<file path="config.mk">
export PLATFORM = sky130hd
export DESIGN_NAME = multiwave_oscillator
export DESIGN_NICKNAME = d
export VERILOG_FILES = /design/src/rtl/multiwave_oscillator.sv
export SDC_FILE = /design/constraint.sdc
export NUM_CORES = 1
export LEC_CHECK = 0
export CAP_MARGIN = 40
export CORE_MARGIN = 2
export CORE_UTILIZATION = 35
export CTS_BUF_LIST = sky130_fd_sc_hd__clkbuf_8
export CTS_CLUSTER_DIAMETER = 30
export DETAILED_ROUTE_END_ITERATION = 10
export PLACE_DENSITY_LB_ADDON = 0.05
export SLEW_MARGIN = 20
export SYNTH_ARGS = -nofsm -noshare
export SYNTH_HDL_FRONTEND = slang
export SYNTH_SLANG_ARGS = --single-unit
</file>
<file path="constraint.sdc">
create_clock -name clk_in -period 7.3 [get_ports clk_in]
set_input_delay 0.73 -clock clk_in [delete_from_list [all_inputs] [get_ports clk_in]]
set_output_delay 0.73 -clock clk_in [all_outputs]
set_load 0.05 [all_outputs]
</file>
<file path="src/rtl/multiwave_oscillator.sv">
// Phase-accumulator oscillator producing saw / triangle / pulse / reverse-saw samples.
// Latency: amp_out/valid_out are registered one cycle after the step_in edge, computed from the pre-update phase.
// Backpressure: none; step_in may be high every cycle and every step yields a sample.
module multiwave_oscillator #(
  parameter int ACC_W = 32,
  parameter int OUT_W = 24
) (
  input  logic             clk_in,
  input  logic             rst_in,
  input  logic             step_in,
  input  logic [ACC_W-1:0] phase_incr_in,
  input  logic [1:0]       wave_sel_in,
  input  logic [ACC_W-1:0] pulse_width_in,
  input  logic             sync_in,
  output logic [OUT_W-1:0] amp_out,
  output logic             valid_out,
  output logic             wrap_out
);

  localparam logic [1:0] SEL_SAW   = 2'd0;
  localparam logic [1:0] SEL_TRI   = 2'd1;
  localparam logic [1:0] SEL_PULSE = 2'd2;

  localparam logic [OUT_W-1:0] AMP_MAX = {1'b0, {(OUT_W-1){1'b1}}};
  localparam logic [OUT_W-1:0] AMP_MIN = {1'b1, {(OUT_W-1){1'b0}}};
  localparam logic [ACC_W-1:0] MSB_BIT = {1'b1, {(ACC_W-1){1'b0}}};

  // Phase and the shadow copies of the controls; the datapath only ever sees the shadows,
  // so control changes land on a period boundary (wrap), a sync, or reset.
  logic [ACC_W-1:0] r_p;
  logic [ACC_W-1:0] r_incr_s;
  logic [1:0]       r_sel_s;
  logic [ACC_W-1:0] r_pw_s;
  logic [OUT_W-1:0] r_amp;
  logic             r_valid;
  logic             r_wrap;

  logic [ACC_W-1:0] w_p_sum;
  logic             w_carry;
  logic [ACC_W-1:0] w_u;
  logic [ACC_W-1:0] w_x;
  logic [OUT_W-1:0] w_amp;

  assign {w_carry, w_p_sum} = {1'b0, r_p} + {1'b0, r_incr_s};

  // Unsigned shape u per waveform; the offset-binary to two's-complement flip is the MSB XOR.
  always_comb begin
    w_u = ~r_p;
    case (r_sel_s)
      SEL_SAW: w_u = r_p;
      SEL_TRI: w_u = r_p[ACC_W-1] ? {~r_p[ACC_W-2:0], 1'b0} : {r_p[ACC_W-2:0], 1'b0};
      default: w_u = ~r_p;
    endcase
    w_x = w_u ^ MSB_BIT;
    if (r_sel_s == SEL_PULSE) begin
      w_amp = (r_p < r_pw_s) ? AMP_MAX : AMP_MIN;
    end else begin
      w_amp = w_x[ACC_W-1 -: OUT_W];
    end
  end

  // Truncated low bits of the shaped phase are intentionally discarded (no rounding).
  generate
    if (OUT_W < ACC_W) begin : g_trunc
      logic w_unused_low;
      assign w_unused_low = &{1'b0, w_x[ACC_W-OUT_W-1:0]};
    end
  endgenerate

  // Phase advance, shadow reload on wrap/sync, and registered sample output.
  always_ff @(posedge clk_in) begin
    if (rst_in) begin
      r_p      <= '0;
      r_incr_s <= phase_incr_in;
      r_sel_s  <= wave_sel_in;
      r_pw_s   <= pulse_width_in;
      r_amp    <= '0;
      r_valid  <= 1'b0;
      r_wrap   <= 1'b0;
    end else begin
      r_wrap  <= 1'b0;
      r_valid <= step_in;
      if (step_in) begin
        r_amp <= w_amp;
      end
      if (sync_in) begin
        r_p      <= '0;
        r_incr_s <= phase_incr_in;
        r_sel_s  <= wave_sel_in;
        r_pw_s   <= pulse_width_in;
        r_wrap   <= 1'b1;
      end else if (step_in) begin
        r_p <= w_p_sum;
        if (w_carry) begin
          r_incr_s <= phase_incr_in;
          r_sel_s  <= wave_sel_in;
          r_pw_s   <= pulse_width_in;
          r_wrap   <= 1'b1;
        end
      end
    end
  end

  assign amp_out   = r_amp;
  assign valid_out = r_valid;
  assign wrap_out  = r_wrap;

endmodule

</file>
; Word level (Yosys, flattened, before mapping)
; Index checks and enable logic that the tools add are counted.
[word_totals]
ff_bits = 124
out_inout_bits = 26
[op_classes]
addsub = 1
order_cmp = 1
eq_ne = 2
muxes = 19
bitwise_logic = 3
n_reduce_logical = 5
[op_table]
columns = operator, count
row1 = $mux 32, 9
row2 = $pmux 32 s2, 1
row3 = $mux 24, 2
row4 = $add 32x32->33, 1
row5 = $lt 32x32->1, 1
row6 = $not 32->32, 1
row7 = $not 31->31, 1
row8 = $mux 2, 4
row9 = $reduce_bool 3->1, 2
row10 = $mux 1, 3
row11 = $eq 2x1->1 const B, 1
row12 = $eq 2x2->1 const B, 1
row13 = $logic_not 2->1, 1
row14 = $reduce_and 2->1, 1
row15 = $reduce_or 2->1, 1
row16 = $not 1->1, 1

; Longest topological paths before layout
; Gate-level depths: netlist of run 1.
[logic_depth]
ltp_word = 5
mapped_depth = 10

; Least setup slack after synthesis of run 1
; No wires, ideal clock.
[synth_path]
kind = flip-flop to flip-flop
from = register r_p[0]
to = register r_incr_s[0] (enable)
arrival_time_ns = 5.410
required_ns = 6.771
slack_ns = 1.360
stages_incl_launch_ff = 10
n_path_buf = 0
period_less_slack_ns = 5.940
cell_sequence = dfxtp_1 > ha_1 > fa_1 > a21oi_1 > o211ai_1 > a21oi_1 > o31ai_4 > a41oi_2 > or4b_1 > a31oi_1
[synth_between]
elab_chain_len = 3
[synth_lines]
columns = element, line_no
row1 = "start, declared", 30  ; logic [ACC_W-1:0] r_p;
row2 = "start signal, assigned", 93  ; r_p <= w_p_sum;
row3 = $add 32x32->33, 44  ; assign {w_carry, w_p_sum} = {1'b0, r_p} + {1'b0, r_incr_s};
row4 = $reduce_bool 3->1 (no source line), --
row5 = $reduce_and 2->1 (no source line), --
row6 = "end signal, assigned", 74  ; r_incr_s <= phase_incr_in;
row7 = "end signal, assigned", 88  ; r_incr_s <= phase_incr_in;
row8 = "end signal, assigned", 95  ; r_incr_s <= phase_incr_in;
row9 = "end, declared", 31  ; logic [ACC_W-1:0] r_incr_s;
; No other way between the ends.
; A chain may end at the register's enable or synchronous reset.

; Worst setup path after layout of run 1
[layout_path]
from = register r_p[0]
to = register r_incr_s[12] (enable)
; The elaborated chain is that of the path after synthesis.

==> results by group, run 1 <==
Synth
  • Synthesized instance count: 705
  • Syn nets: 839
  • YS warnings: 0
  • Post-synthesis cell type count: 64
  • Synth async-reset ratio: 0
  • Main synth FF type: edfxtp_1
  • EDFF count, synth: 66
  • Register area share after synthesis: 0.445
  • Mapped Area: 0.00706 mm²
  • #FFs+latches synth: around 120
  • Mapped Avg Cell Area: 10.0 µm²

STA
  • Fin. Hold Viols: 0
  • Clock Skew: 13.0 ps
  • Slew margin rel.: 0.494
  • Fmax: 254 MHz
  • Worst setup slack after layout: around 3400 ps
  • Worst hold slack: 490 ps
  • RSZ-0062 raised after global routing: no
  • Worst-Margin Slew: 759 ps
  • Tmin final: 3930 ps
  • Setup violators final: 0
  • Final critical-path share of the clock period: 0.539
  • Final TNS setup: 0 ps
  • Max-slew violation count: 0

Power
  • P_sw: 0.586 mW
  • Peak VDD IR: around 0.11 mV
  • Combinational cell fraction of total power: 0.225
  • Switching Share: 0.309
  • Clock power frac: 0.333
  • Internal Power: around 1.3 mW
  • Pwr/cell area: 217 mW/mm²
  • Flop pwr share: 0.442
  • Leak Pwr: 3.66 nW

Status
  • Status: finished, final reports clean

Setup path
  • Startpoint types: flop
  • WS Path Type: reg -> reg
  • CP required: ~7400 ps
  • Crit. End Element: flop
  • Crit path DAT: 4010 ps
  • Crit-path max cell delay: 630 ps
  • CP max FO: 41
  • Crit-path cells: ha_1 > fa_1 > a21oi_1 > o211ai_1 > a21oi_1 > o31ai_4 > a41oi_2 > or4b_1 > a31oi_4 > buf_4
  • Slowest CP cell: or4b_1
  • Cell mode on critical path: a21oi_1

Detailed routing
  • DRT antenna net count: 0
  • Wire length per cell: 17.7 µm
  • Pre-antenna DRT Iters: 4
  • Drt initial violations: 325
  • Vias after detailed routing: 5646
  • Vias per cell: ~5.2
  • # DRC: 0
  • Final WL: 19000 µm

Floorplan
  • # rows: 51
  • Die X: 146 µm
  • Die area: 0.0213 mm²
  • Initial core utilization: 0.359
  • Core ar.: 0.0197 mm²
  • Die Ht: 146 µm
  • Top Ports: 96

Place
  • Pre-CTS WS: 2830 ps
  • DP Cell Count: 1042
  • DP HPWL: approximately 14000 µm
  • Final Wtd Congestion: 0.853
  • Placed cell area: 0.00828 mm²
  • PortBufs: 95

Finish
  • Final nets: slightly above 900
  • Ratio of cells with drive above 1 in the final layout: 0.0604
  • Design Area, Final: 0.00873 mm²
  • Sequential Area: 0.00314 mm²
  • Commonest cells after routing, fill and taps aside: 95 x clkdlybuf4s50_1, 66 x edfxtp_1, 63 x ha_1, 62 x nor2_1, 60 x o21ai_0
  • Antenna Cells: 0
  • Commonest non-fill, non-tap cell in the layout: clkdlybuf4s50_1
  • Final Non-Filler Cells: about 1.1k
  • Fillers: 1928
  • Area occupied by multi-input gates: 0.00363 mm²
  • Area growth syn-to-layout: 23.6%

Clock network
  • # clock sinks: 124
  • Clock buffer depth: 2
  • Post-CTS Resized: 0
  • Hold_buf cts: 0
  • Clock edge transition at the registers on the reported setup and hold paths: 80 ps
  • Htree depth: 4
  • # Post-CTS Setup Buffers: 0
  • TritonCTS clock tree: done
  • Clk Latency, worst-skew pair: between 400 and 500 ps
  • Root buf cell: clkbuf_8
  • Clock buffer count from CTS: 17

Global routing
  • Total track usage: 0.180
  • Vias in the first global route: around 5.5k
  • First-pass GRT wire length: 30300 µm
  • Initial antenna violation count: 0
  • Grt ovf: 0
  • Largest net degree at the start of global routing: 43

Worst hold path
  • Min-Delay Path Class: reg -> reg

Run
  • Max_cap viols: 0
[worst max-delay path: cells and delay by family, from the launching register on]
family / cells / cell delay [ps]
AO/OA/AOI/OAI: 6 / 1560
adder cells (fa/ha/maj): 2 / 420
buffers and inverters: 1 / 540
flip-flops: 1 / 350
AND/OR/NAND/NOR: 1 / 630
[through the flow]
stage / utilization / power, mW
2_1_floorplan: - / 1.13
3_3_place_gp: 0.420 / 1.27
3_5_place_dp: 0.422 / 1.27
4_1_cts: 0.442 / 1.91
5_1_grt: 0.444 / 1.99
6_report: 0.444 / 1.89
[sequential cells by signal (all words and copies together), names as in the netlist]
name,count
r_incr_s,32
r_pw_s,32
amp_out,24
r_sel_s,2
r_p,32
valid_out,1
wrap_out,1
[kinds of logic (layout without fill, tap and decap cells)]
logic type,count (synthesis),in the layout,synth area share
AND/OR/NAND/NOR,158,158,0.103
XOR/XNOR,44,44,0.0546
multiplexers,33,33,0.0468
adder cells (fa/ha/maj),64,64,0.114
buffers and inverters,72,178,0.0424
flip-flops,124,124,0.445
AO/OA/AOI/OAI,210,210,0.194
[cell usage after synthesis, drive strengths merged, types with 3 or more instances]
master,number,area share
edfxtp,66,0.28
ha,63,0.11
o21ai,63,0.045
nor2,62,0.033
dfxtp,58,0.16
a21oi,45,0.032
inv,42,0.022
nand2,38,0.021
xor2,34,0.042
mux2i,33,0.047
a211oi,27,0.029
clkbuf,24,0.016
a21o,21,0.023
nand3,13,0.0092
nand4,12,0.011
xnor2,10,0.012
nor3,9,0.0064
o211ai,9,0.0096
o21a,8,0.0085
buf,6,0.0043
nor2b,5,0.0044
a32o,4,0.0057
o21bai,4,0.0043
or3,4,0.0035
a31oi,3,0.0027
nand2b,3,0.0027
o31ai,3,0.0051
[metal layers]
layer / GRT usage / wire (µm) / up-vias
met5: 0 / 0 / -
met4: 0.0369 / 169 / 0
met3: 0.0466 / 1020 / 16
met2: 0.274 / 8310 / 139
met1: 0.259 / 9530 / 2704
li1: - / - / 2787
[worst paths after layout]
check,startpoint,endpoint,slack [ps],depth (start not counted)
setup / recovery,r_p[0]$_SDFFE_PP0P_,r_incr_s[12]$_DFFE_PP_,3370,10
hold / removal,amp_out[20]$_SDFFE_PP0P_,amp_out[20]$_SDFFE_PP0P_,490,2
setup reg to reg,r_p[0]$_SDFFE_PP0P_,r_incr_s[12]$_DFFE_PP_,3370,10
hold reg to reg,amp_out[20]$_SDFFE_PP0P_,amp_out[20]$_SDFFE_PP0P_,490,2
[power by group through the flow]
stage | sequential (mW) | clock [mW] | combinational, mW
detailed placement | 0.853 | 0 | 0.420
global placement | 0.853 | 0 | 0.413
floorplan | 0.886 | 0 | 0.244
CTS | 0.838 | 0.650 | 0.423
global route | 0.843 | 0.679 | 0.469
finish | 0.837 | 0.631 | 0.425
[area by class of cell]
| class | count | share of cell area |
|---|---|---|
| multi-input combinational | 509 | 0.416 |
| sequential | 124 | 0.360 |
| timing repair buffer | 104 | 0.121 |
| tap | 265 | 0.0380 |
| clock buffer | 17 | 0.0268 |
| clock inverter | 15 | 0.0201 |
| inverter | 42 | 0.0181 |
(Power assumes the default switching activity.)
==> run 2, diff against run 1 <==
==> constraint.sdc (replaced) <==
create_clock -name clk_in -period 3.6 [get_ports clk_in]
set_input_delay 0.36 -clock clk_in [delete_from_list [all_inputs] [get_ports clk_in]]
set_output_delay 0.36 -clock clk_in [all_outputs]
set_load 0.05 [all_outputs]
==> run 2 against run 1 <==
  * Via count is essentially flat
  * Global-route usage grew 0.31 points
  * Hold slack lost 32 ps
  * Setup slack lost 3100 ps
  * Register-to-register slack lost 3100 ps
  * Critical path depth is the same
  * Sequential power grew 100%
  * Clock power grew 130%
  * Utilization grew 0.51 points
  * Sequential share of layout area shrank 0.39 points
  * Maximum frequency grew 20%
  * Power grew 110%
  * Critical path type unchanged
==> results by group, run 2 (same netlist as run 1, synthesis figures left out) <==
Status
  • Status: finished, final reports clean

Setup path
  • Worst R2R End: r_pw_s[15]$_DFFE_PP_
  • Flop-to-flop setup slack: 310 ps (-3060 ps)
  • Crit path DAT: 3430 ps (-580 ps)
  • Crit-path max cell delay: 560 ps (-70 ps)
  • Crit-path cells: ha_2 > fa_2 > a21oi_2 > o211ai_1 > a21oi_2 > o31ai_4 > a41oi_2 > or4b_4 > a31oi_4 > buf_12
  • WP buf/inv: 1 (unchanged)
  • CP max FO: 34 (-17%)
  • Cell mode on critical path: a21oi_2
  • Startpoint types: flop
  • CP Capture Point: r_pw_s[15]$_DFFE_PP_
  • Crit. End Element: flop
  • CP delay by family, top: compound AO/OA/AOI/OAI gates
  • WP depth: 10 (unchanged)
  • WS Path Type: reg -> reg
  • Worst r2r path cells: 10 (unchanged)
  • Slowest CP cell: or4b_4
  • RR Startpoint: r_p[0]$_SDFFE_PP0P_
  • CP required: 3740 ps (-3640 ps)
  • CP startpoint: r_p[0]$_SDFFE_PP0P_

Global routing
  • First-pass GRT wire length: 30500 µm (+0.39%)
  • Total track usage: 0.183 (+0.00314)
  • Largest net degree at the start of global routing: 42 (-2.3%)
  • Grt ovf: 0 (unchanged)
  • Vias in the first global route: 5587 (+1.1%)
  • Initial antenna violation count: 0 (unchanged)

Finish
  • Commonest non-fill, non-tap cell in the layout: clkdlybuf4s50_1
  • Final nets: 936 (+0.43%)
  • Ratio of cells with drive above 1 in the final layout: 0.0748 (+0.0144)
  • Largest regs: r_incr_s (32), r_p (32), r_pw_s (32)
  • Commonest cells after routing, fill and taps aside: 95 x clkdlybuf4s50_1, 66 x edfxtp_1, 62 x nor2_1, 61 x ha_1, 60 x o21ai_0
  • Fillers: 1905 (-1.2%)
  • Final Non-Filler Cells: 1080 (+0.37%)
  • Area occupied by multi-input gates: 0.00366 mm² (+0.79%)
  • Design Area, Final: 0.00883 mm² (+1.1%)
  • Area growth syn-to-layout: 25.0%
  • Final Util: 0.449 (+0.00509)
  • Antenna Cells: 0 (unchanged)
  • Sequential Area: 0.00314 mm² (about the same)

Clock network
  • TritonCTS clock tree: done
  • # clock sinks: 124 (unchanged)
  • Clock buffer depth: 2 (unchanged)
  • Clk Latency, worst-skew pair: 450 ps (about the same)
  • Clock edge transition at the registers on the reported setup and hold paths: 80 ps (about the same)
  • # Post-CTS Setup Buffers: 0 (unchanged)
  • Post-CTS Resized: 0 (unchanged)
  • Clock buffer count from CTS: 17 (unchanged)
  • Hold_buf cts: 0 (unchanged)
  • Root buf cell: clkbuf_8
  • Htree depth: 4 (unchanged)

Detailed routing
  • Wire length per cell: 17.8 µm (+0.57%)
  • Drt initial violations: 326 (+0.31%)
  • Vias after detailed routing: 5647 (+0.018%)
  • Vias per cell: 5.23 (-0.35%)
  • # DRC: 0 (unchanged)
  • Final WL: 19200 µm (+0.95%)
  • DRT antenna net count: 0 (unchanged)
  • Pre-antenna DRT Iters: 4 (unchanged)

STA
  • Worst hold slack: 458 ps (-32.5 ps)
  • Worst setup slack after layout: 311 ps (-3060 ps)
  • Setup violators final: 0 (unchanged)
  • Worst-Margin Slew: 810 ps (+51.1 ps)
  • Slew margin rel.: 0.455 (-0.0387)
  • Fmax: 304 MHz (+20%)
  • Clock Skew: 11.2 ps (-1.75 ps)
  • Fin. Hold Viols: 0 (unchanged)
  • Final critical-path share of the clock period: 0.914 (+0.375)
  • RSZ-0062 raised after global routing: no
  • Tmin final: 3290 ps (-644 ps)
  • Max-slew violation count: 0 (unchanged)
  • Final TNS setup: 0 ps (unchanged)

Floorplan
  • Core ar.: 0.0197 mm² (unchanged)
  • Die Ht: 146 µm (unchanged)
  • Top Ports: 96 (unchanged)
  • Die X: 146 µm (unchanged)
  • Initial core utilization: 0.359 (unchanged)
  • # rows: 51 (unchanged)
  • Die area: 0.0213 mm² (unchanged)

Worst hold path
  • Min-Delay Path Class: in -> reg

Power
  • Leak Pwr: 3.71 nW (+1.2%)
  • Pwr/cell area: 455 mW/mm² (+110%)
  • Total power: 4.02 mW (+110%)
  • Peak VDD IR: 0.224 mV (+95%)

Run
  • Max_cap viols: 0 (unchanged)

Place
  • Pre-CTS WS: 320 ps (-2510 ps)
  • DP Cell Count: 1048 (+0.58%)
  • PortBufs: 95 (unchanged)
  • DP HPWL: 14100 µm (-1.2%)
  • Placed cell area: 0.00838 mm² (+1.1%)
  • Final Wtd Congestion: 0.887 (+4.0%)
==> run 2: worst min-delay path by stage <==
stage	from	to	cells past startpoint
floorplan	phase_incr_in[0]	r_incr_s[0]$_DFFE_PP_	0
global placement	r_p[0]$_SDFFE_PP0P_	r_p[0]$_SDFFE_PP0P_	2
detailed placement	amp_out[22]$_SDFFE_PP0P_	amp_out[22]$_SDFFE_PP0P_	2
CTS	pulse_width_in[1]	r_pw_s[1]$_DFFE_PP_	1
global route	phase_incr_in[21]	r_incr_s[21]$_DFFE_PP_	1
finish	phase_incr_in[21]	r_incr_s[21]$_DFFE_PP_	1
==> run 2: layout make-up <==
class,count,share of cell area
multi-input cells,509,0.415
flip-flops and latches,124,0.356
repair buffers,108,0.122
well taps,265,0.0376
clock buffers,17,0.0265
clock inverters,15,0.0247
inverters,42,0.0179
==> run 2: worst reg2reg max path: cells and delay by family, from the launching register on <==
family	cells	cell delay [ps]
AO/OA/AOI/OAI	6	1360
AND/OR/NAND/NOR	1	560
adder cells (fa/ha/maj)	2	440
flip-flops	1	340
buffers and inverters	1	240
==> run 2: per-layer routing <==
layer	vias to the layer above	share of wire	track usage
met4	0	0.012	0.0549
met2	127	0.44	0.283
met3	15	0.037	0.0334
li1	2806	-	-
met1	2699	0.51	0.262
met5	-	0	0
==> run 2: power breakdown <==
group	switching (mW)	internal, mW
clock network	0.622	0.825
registers	0.0799	1.61
logic	0.516	0.361
